**config.mk**
```make
export PLATFORM = sky130hd
export DESIGN_NAME = layer_prio_mixer
export DESIGN_NICKNAME = d
export VERILOG_FILES = /design/src/rtl/snk_video_pkg.sv /design/src/rtl/prio_cfg_regs.sv /design/src/rtl/layer_prio_mixer.sv
export SDC_FILE = /design/constraint.sdc
export NUM_CORES = 1
export LEC_CHECK = 0
export ABC_AREA = 1
export CAP_MARGIN = 20
export CORE_MARGIN = 5
export CORE_UTILIZATION = 50
export DETAILED_ROUTE_END_ITERATION = 10
export PLACE_DENSITY = 0.82
export SLEW_MARGIN = 30
export SYNTH_ARGS = -nofsm -noshare
export SYNTH_HDL_FRONTEND = slang
export SYNTH_SLANG_ARGS = --single-unit
```
**constraint.sdc**
```tcl
create_clock -name clk -period 4.3 [get_ports clk]
set_input_delay 1.29 -clock clk [delete_from_list [all_inputs] [get_ports clk]]
set_output_delay 1.29 -clock clk [all_outputs]
set_load 0.005 [all_outputs]
```
**src/rtl/snk_video_pkg.sv**
```systemverilog
// Shared definitions for the layer priority mixer: config map, ctrl layout,
// backdrop index and the default rank/bank tables.
package snk_video_pkg;

   // Positions of the ctrl register bits
   localparam int CTRL_SPR_PRI_BIT = 0;
   localparam int CTRL_SHADOW_BIT  = 1;
   localparam int CTRL_BDBANK_LSB  = 2;
   localparam int CTRL_BDBANK_W    = 3;
   localparam int CTRL_W           = CTRL_BDBANK_LSB + CTRL_BDBANK_W;

   // Ctrl register; the field order matches cfg_data[4:0]
   typedef struct packed {
      logic [CTRL_BDBANK_W-1:0] bd_bank;
      logic                     shadow_en;
      logic                     spr_pri_en;
   } ctrl_t;

   // Config map: rank slots first, then bank registers, then ctrl
   function automatic int cfg_rank_addr(input int k);
      return k;
   endfunction

   function automatic int cfg_bank_addr(input int n, input int i);
      return n + i;
   endfunction

   function automatic int cfg_ctrl_addr(input int n);
      return 2 * n;
   endfunction

   // The winner index one past the last layer stands for the backdrop
   function automatic int backdrop_index(input int n);
      return n;
   endfunction

   // Out of reset every slot ranks its own layer and every layer uses its own bank
   function automatic int default_rank(input int k);
      return k;
   endfunction

   function automatic int default_bank(input int i);
      return i;
   endfunction

endpackage

```
**src/rtl/prio_cfg_regs.sv**
```systemverilog
// Double-buffered mixer configuration. CPU writes land in a pending copy that
// is copied into the active copy on the rising edge of hblank, so the visible
// line never sees a half-updated priority table.
module prio_cfg_regs
   import snk_video_pkg::*;
#(
   parameter int NUM_LAYERS = 4,
   parameter int LSEL_W     = $clog2(NUM_LAYERS + 1),
   parameter int BANK_W     = 3,
   parameter int ADDR_W     = $clog2(2 * NUM_LAYERS + 1)
) (
   input  logic                                 clk,
   input  logic                                 rst_n,
   input  logic                                 i_hblank,
   input  logic                                 i_we,
   input  logic [ADDR_W-1:0]                    i_addr,
   input  logic [7:0]                           i_data,
   output logic                                 o_busy,
   output logic [NUM_LAYERS-1:0][LSEL_W-1:0]    o_rank,
   output logic [NUM_LAYERS-1:0][BANK_W-1:0]    o_bank,
   output ctrl_t                                o_ctrl
);

   localparam logic [ADDR_W-1:0] CTRL_ADDR = ADDR_W'(cfg_ctrl_addr(NUM_LAYERS));

   logic [NUM_LAYERS-1:0][LSEL_W-1:0] r_rank_pend;
   logic [NUM_LAYERS-1:0][BANK_W-1:0] r_bank_pend;
   ctrl_t                             r_ctrl_pend;
   logic [NUM_LAYERS-1:0][LSEL_W-1:0] r_rank_act;
   logic [NUM_LAYERS-1:0][BANK_W-1:0] r_bank_act;
   ctrl_t                             r_ctrl_act;
   logic                              r_hblank_d;
   logic                              r_busy;
   logic                              w_wr;
   logic                              w_hb_rise;
   logic                              w_unused_data;

   // Every address from 0 up to the ctrl register is mapped; anything above is dropped
   assign w_wr          = i_we && (i_addr <= CTRL_ADDR);
   assign w_hb_rise     = i_hblank && !r_hblank_d;
   assign w_unused_data = &{1'b0, i_data};

   // Pending copy: the last write before the line boundary wins
   always_ff @(posedge clk or negedge rst_n) begin
      if (!rst_n) begin
         for (int k = 0; k < NUM_LAYERS; k++) begin
            r_rank_pend[k] <= LSEL_W'(default_rank(k));
            r_bank_pend[k] <= BANK_W'(default_bank(k));
         end
         r_ctrl_pend <= '0;
      end else if (w_wr) begin
         for (int k = 0; k < NUM_LAYERS; k++) begin
            if (i_addr == ADDR_W'(cfg_rank_addr(k)))
               r_rank_pend[k] <= i_data[LSEL_W-1:0];
            if (i_addr == ADDR_W'(cfg_bank_addr(NUM_LAYERS, k)))
               r_bank_pend[k] <= i_data[BANK_W-1:0];
         end
         if (i_addr == CTRL_ADDR)
            r_ctrl_pend <= ctrl_t'(i_data[CTRL_W-1:0]);
      end
   end

   // Active copy: takes the pending copy as it stood before this cycle's write
   always_ff @(posedge clk or negedge rst_n) begin
      if (!rst_n) begin
         for (int k = 0; k < NUM_LAYERS; k++) begin
            r_rank_act[k] <= LSEL_W'(default_rank(k));
            r_bank_act[k] <= BANK_W'(default_bank(k));
         end
         r_ctrl_act <= '0;
      end else if (w_hb_rise) begin
         r_rank_act <= r_rank_pend;
         r_bank_act <= r_bank_pend;
         r_ctrl_act <= r_ctrl_pend;
      end
   end

   // Busy flag and hblank edge history; a write coinciding with the edge keeps busy set
   always_ff @(posedge clk or negedge rst_n) begin
      if (!rst_n) begin
         r_hblank_d <= 1'b0;
         r_busy     <= 1'b0;
      end else begin
         r_hblank_d <= i_hblank;
         if (w_wr)
            r_busy <= 1'b1;
         else if (w_hb_rise)
            r_busy <= 1'b0;
      end
   end

   assign o_busy = r_busy;
   assign o_rank = r_rank_act;
   assign o_bank = r_bank_act;
   assign o_ctrl = r_ctrl_act;

endmodule

```
**src/rtl/layer_prio_mixer.sv**
```systemverilog
// Two-stage layer priority mixer: stage 1 picks the winning layer from the
// active rank table, stage 2 attaches the colour bank and registers outputs.
module layer_prio_mixer
   import snk_video_pkg::*;
#(
   parameter int                NUM_LAYERS = 4,
   parameter int                PIX_W      = 8,
   parameter int                TRANS_BITS = 3,
   parameter int                BANK_W     = 3,
   parameter logic [PIX_W-1:0]  SHADOW_PEN = 8'hFE,
   parameter int                LSEL_W     = $clog2(NUM_LAYERS + 1)
) (
   input  logic                             clk,
   input  logic                             rst_n,
   input  logic                             ce_pix,
   input  logic                             hblank,
   input  logic [NUM_LAYERS*PIX_W-1:0]      layer_pix,
   input  logic                             cfg_we,
   input  logic [$clog2(2*NUM_LAYERS+1)-1:0] cfg_addr,
   input  logic [7:0]                       cfg_data,
   output logic                             cfg_busy,
   output logic [BANK_W+PIX_W-1:0]          pix_out,
   output logic [LSEL_W-1:0]                layer_sel,
   output logic                             shadow,
   output logic                             pix_valid
);

   localparam int               ADDR_W = $clog2(2 * NUM_LAYERS + 1);
   localparam logic [LSEL_W-1:0] BD_SEL = LSEL_W'(backdrop_index(NUM_LAYERS));

   logic [NUM_LAYERS-1:0][LSEL_W-1:0] w_rank;
   logic [NUM_LAYERS-1:0][BANK_W-1:0] w_bank;
   ctrl_t                             w_ctrl;
   logic [NUM_LAYERS-1:0][PIX_W-1:0]  w_code;
   logic [NUM_LAYERS-1:0]             w_opaque;
   logic                              w_demote;
   logic                              w_shadow_hit;
   logic                              w_found;
   logic [LSEL_W-1:0]                 w_win_sel;
   logic [PIX_W-1:0]                  w_win_code;
   logic [BANK_W-1:0]                 w_s2_bank;

   logic [LSEL_W-1:0]                 r_s1_sel;
   logic [PIX_W-1:0]                  r_s1_code;
   logic                              r_s1_shadow;
   logic                              r_s1_hblank;
   logic [BANK_W+PIX_W-1:0]           r_pix_out;
   logic [LSEL_W-1:0]                 r_layer_sel;
   logic                              r_shadow;
   logic                              r_pix_valid;

   prio_cfg_regs #(
      .NUM_LAYERS (NUM_LAYERS),
      .LSEL_W     (LSEL_W),
      .BANK_W     (BANK_W),
      .ADDR_W     (ADDR_W)
   ) u_cfg (
      .clk      (clk),
      .rst_n    (rst_n),
      .i_hblank (hblank),
      .i_we     (cfg_we),
      .i_addr   (cfg_addr),
      .i_data   (cfg_data),
      .o_busy   (cfg_busy),
      .o_rank   (w_rank),
      .o_bank   (w_bank),
      .o_ctrl   (w_ctrl)
   );

   assign w_code = layer_pix;

   // Opacity per layer; a shadow pen on layer 0 hides the sprite and flags darkening instead
   always_comb begin
      w_shadow_hit = w_ctrl.shadow_en && (w_code[0] == SHADOW_PEN);
      w_demote     = w_ctrl.spr_pri_en && w_code[0][PIX_W-1];
      for (int i = 0; i < NUM_LAYERS; i++)
         w_opaque[i] = (w_code[i][TRANS_BITS-1:0] != {TRANS_BITS{1'b1}});
      if (w_shadow_hit)
         w_opaque[0] = 1'b0;
   end

   // Winner search in rank order; a demoted sprite is pulled out and re-inserted after rank slot 1
   always_comb begin
      w_found    = 1'b0;
      w_win_sel  = BD_SEL;
      w_win_code = '0;
      for (int k = 0; k < NUM_LAYERS; k++) begin
         for (int j = 0; j < NUM_LAYERS; j++) begin
            if (!w_found && (w_rank[k] == LSEL_W'(j)) && w_opaque[j] &&
                !(w_demote && (j == 0))) begin
               w_found    = 1'b1;
               w_win_sel  = LSEL_W'(j);
               w_win_code = w_code[j];
            end
         end
         if ((k == 1) && w_demote && !w_found && w_opaque[0]) begin
            w_found    = 1'b1;
            w_win_sel  = '0;
            w_win_code = w_code[0];
         end
      end
   end

   // Stage 1 register: winner index, its code, shadow request and blanking state
   always_ff @(posedge clk or negedge rst_n) begin
      if (!rst_n) begin
         r_s1_sel    <= '0;
         r_s1_code   <= '0;
         r_s1_shadow <= 1'b0;
         r_s1_hblank <= 1'b0;
      end else if (ce_pix) begin
         r_s1_sel    <= w_win_sel;
         r_s1_code   <= w_win_code;
         r_s1_shadow <= w_shadow_hit;
         r_s1_hblank <= hblank;
      end
   end

   // Colour bank of the stage-1 winner; the backdrop uses the ctrl bank field
   always_comb begin
      w_s2_bank = BANK_W'(w_ctrl.bd_bank);
      for (int j = 0; j < NUM_LAYERS; j++) begin
         if (r_s1_sel == LSEL_W'(j))
            w_s2_bank = w_bank[j];
      end
   end

   // Stage 2 register: palette address and companion outputs
   always_ff @(posedge clk or negedge rst_n) begin
      if (!rst_n) begin
         r_pix_out   <= '0;
         r_layer_sel <= '0;
         r_shadow    <= 1'b0;
         r_pix_valid <= 1'b0;
      end else if (ce_pix) begin
         r_pix_out   <= {w_s2_bank, r_s1_code};
         r_layer_sel <= r_s1_sel;
         r_shadow    <= r_s1_shadow;
         r_pix_valid <= !r_s1_hblank;
      end
   end

   assign pix_out   = r_pix_out;
   assign layer_sel = r_layer_sel;
   assign shadow    = r_shadow;
   assign pix_valid = r_pix_valid;

endmodule

```
==> flow_summary.yaml <==
worst_setup_path:
  path_class: "in2reg"
  ff2ff_path_depth: 18
  reg2reg_slack_ns: 1.49
  critPathLaunchType: "input port"
  path_delay_family: "simple AND/OR/NAND/NOR gates"
  worstPathArrival_ns: 3.97
  cp.buffers_inverters: 2
  crit_start: "layer_pix[5]"
  cp_num_cells: 16
  crit_path_max_incr_delay_ns: 0.57
  worstPathRequired_ns: 4.57
  critPathMaxFanout: 9
  end_kind: "register"
  crit_chain: "clkdlybuf4s50_1 > nand2_1 > nor2_2 > nand3_4 > nand2_2 > nor3_4 > nor2_4 > nand4_4 > nor2_4 > nand3_1 > nor2_2 > nand3b_1 > inv_1 > o21ai_1 > nor2_1 > a21oi_1"
  cpMaxStageDelayCell: "clkdlybuf4s50_1"
  r2r-start: "u_cfg.o_rank[0]"
  reg2reg_to: "r_s1_code[4]"
  endpoint: "r_s1_sel[1]"
timing:
  fmax_ghz: 0.270
  worst-slew-pin-transition_ns: 0.792
  setup_violations: 0
  relSlewSlack_pct: 47.2
  fin_crit_ns: 3.70
  worst_clock_skew_ns: 0.0107
  timing.final.hold_violations: 0
  finalSetupTns_ns: 0
  finalMaxSlewViolations: 0
  timing.hold.ws_ns: 0.476
  rsz0062_at_grt: "no"
  period_share_pct: 86.1
global_route:
  grtUsageTotal_pct: 23.4
  grt_pass1_wl_um: 24100
  grt_max_degree: 90
  overflow: 0
  grt_pass1_vias: 5118
  antenna_found_initial: 0
yosys:
  synth.avg_cell_area_um2: 7.23
  synthMostInstantiatedCell: "nand2_1"
  ys.flop_type: "dfrtp_1"
  synth_area_um2: 5180
  synth_edf_count: 0
  synth_cell_types: 36
  ys_top_cells_by_count: "168 x nand2_1, 105 x nor2_1, 100 x nand3_1, 73 x dfrtp_1, 73 x inv_1"
  synth-seq-area-share_pct: 43.4
  yosys.area.top_type: "dfrtp_1"
  synth_cells: 716
  yosys_warnings: 0
  synth_area_leaders: "dfrtp_1 35%, nand2_1 12%, nand3_1 9.7%"
  synth_top_cell_area_share_pct: 35.3
  synth-seq-cells: 89
  synth_nets: 765
  async_reset_ff_share_pct: 100
detailed_routing:
  wl_per_cell_um: 15.5
  drtIter0Drc: 416
  via_per_inst: 5.50
  antenna_left: 0
  drc: 0
  routed_wl_um: 14500
  via_count: 5122
  first_pass_iters: 7
power_and_ir_drop:
  p_per_area_nw_per_um2: 461
  total_power_w: 0.00289
  p_leak_nw: 2.94
  ir_drop_v: 0.000291
clock_network:
  post_cts_resized: 0
  cts_sinks: 89
  clock_path_buffers: 2
  clk_pin_slew_ns: 0.09
  ctsRootBufferMaster: "clkbuf_8"
  cts_hold_buf: 0
  cts_tree: "built"
  postCtsSetupRepairBufs: 0
  clock_latency_ns: 0.36
  htreeDepth: 3
  cts_buffers: 9
floorplanning:
  core_um2: 10200
  rows: 37
  start_util_pct: 50.6
  ios: 66
  die_w_um: 112
  die-area_um2: 12500
  die_y_um: 112
final_layout:
  area_growth_pct: 21.1
  n_fill_cell: 917
  final_cell_count_no_fill: 932
  regArea_um2: 2250
  final_nets: 840
  diodes: 0
  multi_input_area_um2: 2560
  drive_gt1_share_pct: 10.7
outcome:
  status: "complete, no violations"
worst_hold_path:
  worstHoldStart: "pix_out[6]"
  hold_class: "reg2reg"
placement:
  portBuffers: 62
  numPlacedInstances: 916
  hpwl_um: 11200
  place_congestion: 0.950
job:
  max-cap-violations: 0
==> registers in the layout, indices dropped and copies added (netlist names) <==
register           cells
r_s1_hblank            1
u_cfg.r_ctrl_pend      5
layer_sel              3
pix_valid              1
u_cfg.o_rank          12
u_cfg.r_rank_pend     12
u_cfg.o_busy           1
r_s1_sel               3
u_cfg.o_bank          12
pix_out               11
shadow                 1
u_cfg.r_hblank_d       1
r_s1_shadow            1
u_cfg.o_ctrl           5
r_s1_code              8
u_cfg.r_bank_pend     12
==> cell usage in the layout (no fill, tap or decap), types with 2 or more instances in the layout <==
cell type          n
o211ai_1           3
nand4_2            2
nand3b_1           5
buf_4             18
nand3_1          100
nor3_1             4
inv_8              2
nor2_1           105
inv_2              5
nand4_4            2
or2_2              5
o21ai_0           60
nand2_1          168
nand3_4            2
nor2_2             4
clkdlybuf4s50_1   61
clkbuf_8           9
nand3_2            3
o21ai_1            3
dfrtp_1           73
a21oi_1           17
bufinv_16          2
nor3_4             2
nor2_4             4
nand4_1           26
inv_1             73
dfstp_2           16
clkinv_1           4
nand2_4            2
nor4_1             3
==> worst reg2reg max path: stages (launching register included) <==
cell	delay (ns)
dfrtp_1	0.53
nor2_1	0.21
nand2_1	0.09
nor2_2	0.35
nand3_2	0.12
nand4_2	0.14
inv_1	0.14
nand2_1	0.23
nand2_1	0.08
nand2_1	0.07
nand3_1	0.08
nor2_1	0.11
nand3_1	0.08
nand2_1	0.07
nand3_1	0.07
nor2_1	0.09
nand3_1	0.07
nor2_1	0.12
nor2_1	0.06
==> stage by stage <==
stage               setup slack (ns)  util, %  instance area [um2]
floorplan                       1.13        -                 5180
global placement               0.295     59.0                 6040
detailed placement             0.251     59.1                 6040
CTS                            0.616     61.3                 6270
global route                   0.343     61.3                 6270
finish                         0.597     61.3                 6270
==> report_power, final <==
group / internal [W] / switching (W) / total [W]
clock network: 0.000338 / 0.000325 / 0.000663
logic: 0.000418 / 0.000630 / 0.00105
registers: 0.00106 / 0.000115 / 0.00118
total: 0.00182 / 0.00107 / 0.00289
==> cell type report <==
class	count	area share, %
Multi-Input combinational cell	529	40.9
Sequential cell	89	35.8
Timing Repair Buffer	80	12.1
Inverter	82	4.91
Tap cell	136	2.71
Clock buffer	10	2.04
Clock inverter	6	1.58
==> kinds of logic after synthesis <==
kind of cell,share of synthesized area [%]
and+or+nand+nor,40.6
buffers and inverters,7.23
DFF,43.4
muxes,0.193
AOI/OAI and AO/OA,8.58
==> worst min path at each step <==
| stage | to | slack, ns | cells after the start |
|---|---|---|---|
| after floorplan | pix_valid | 0.44 | 1 |
| after global placement | pix_valid | 0.45 | 1 |
| after detailed placement | pix_out[6] | 0.46 | 2 |
| after CTS | pix_out[6] | 0.48 | 2 |
| after global routing | u_cfg.o_rank[9] | 0.50 | 2 |
| final | pix_out[6] | 0.48 | 2 |
==> routing by layer <==
metal	wire, um	track usage, %	vias up
li1	-	-	2503
met1	6160	28.6	2411
met2	7150	41.9	172
met3	799	3.70	36
met4	376	7.95	0
met5	0	0	-
Power figures use the tool's default switching activity.
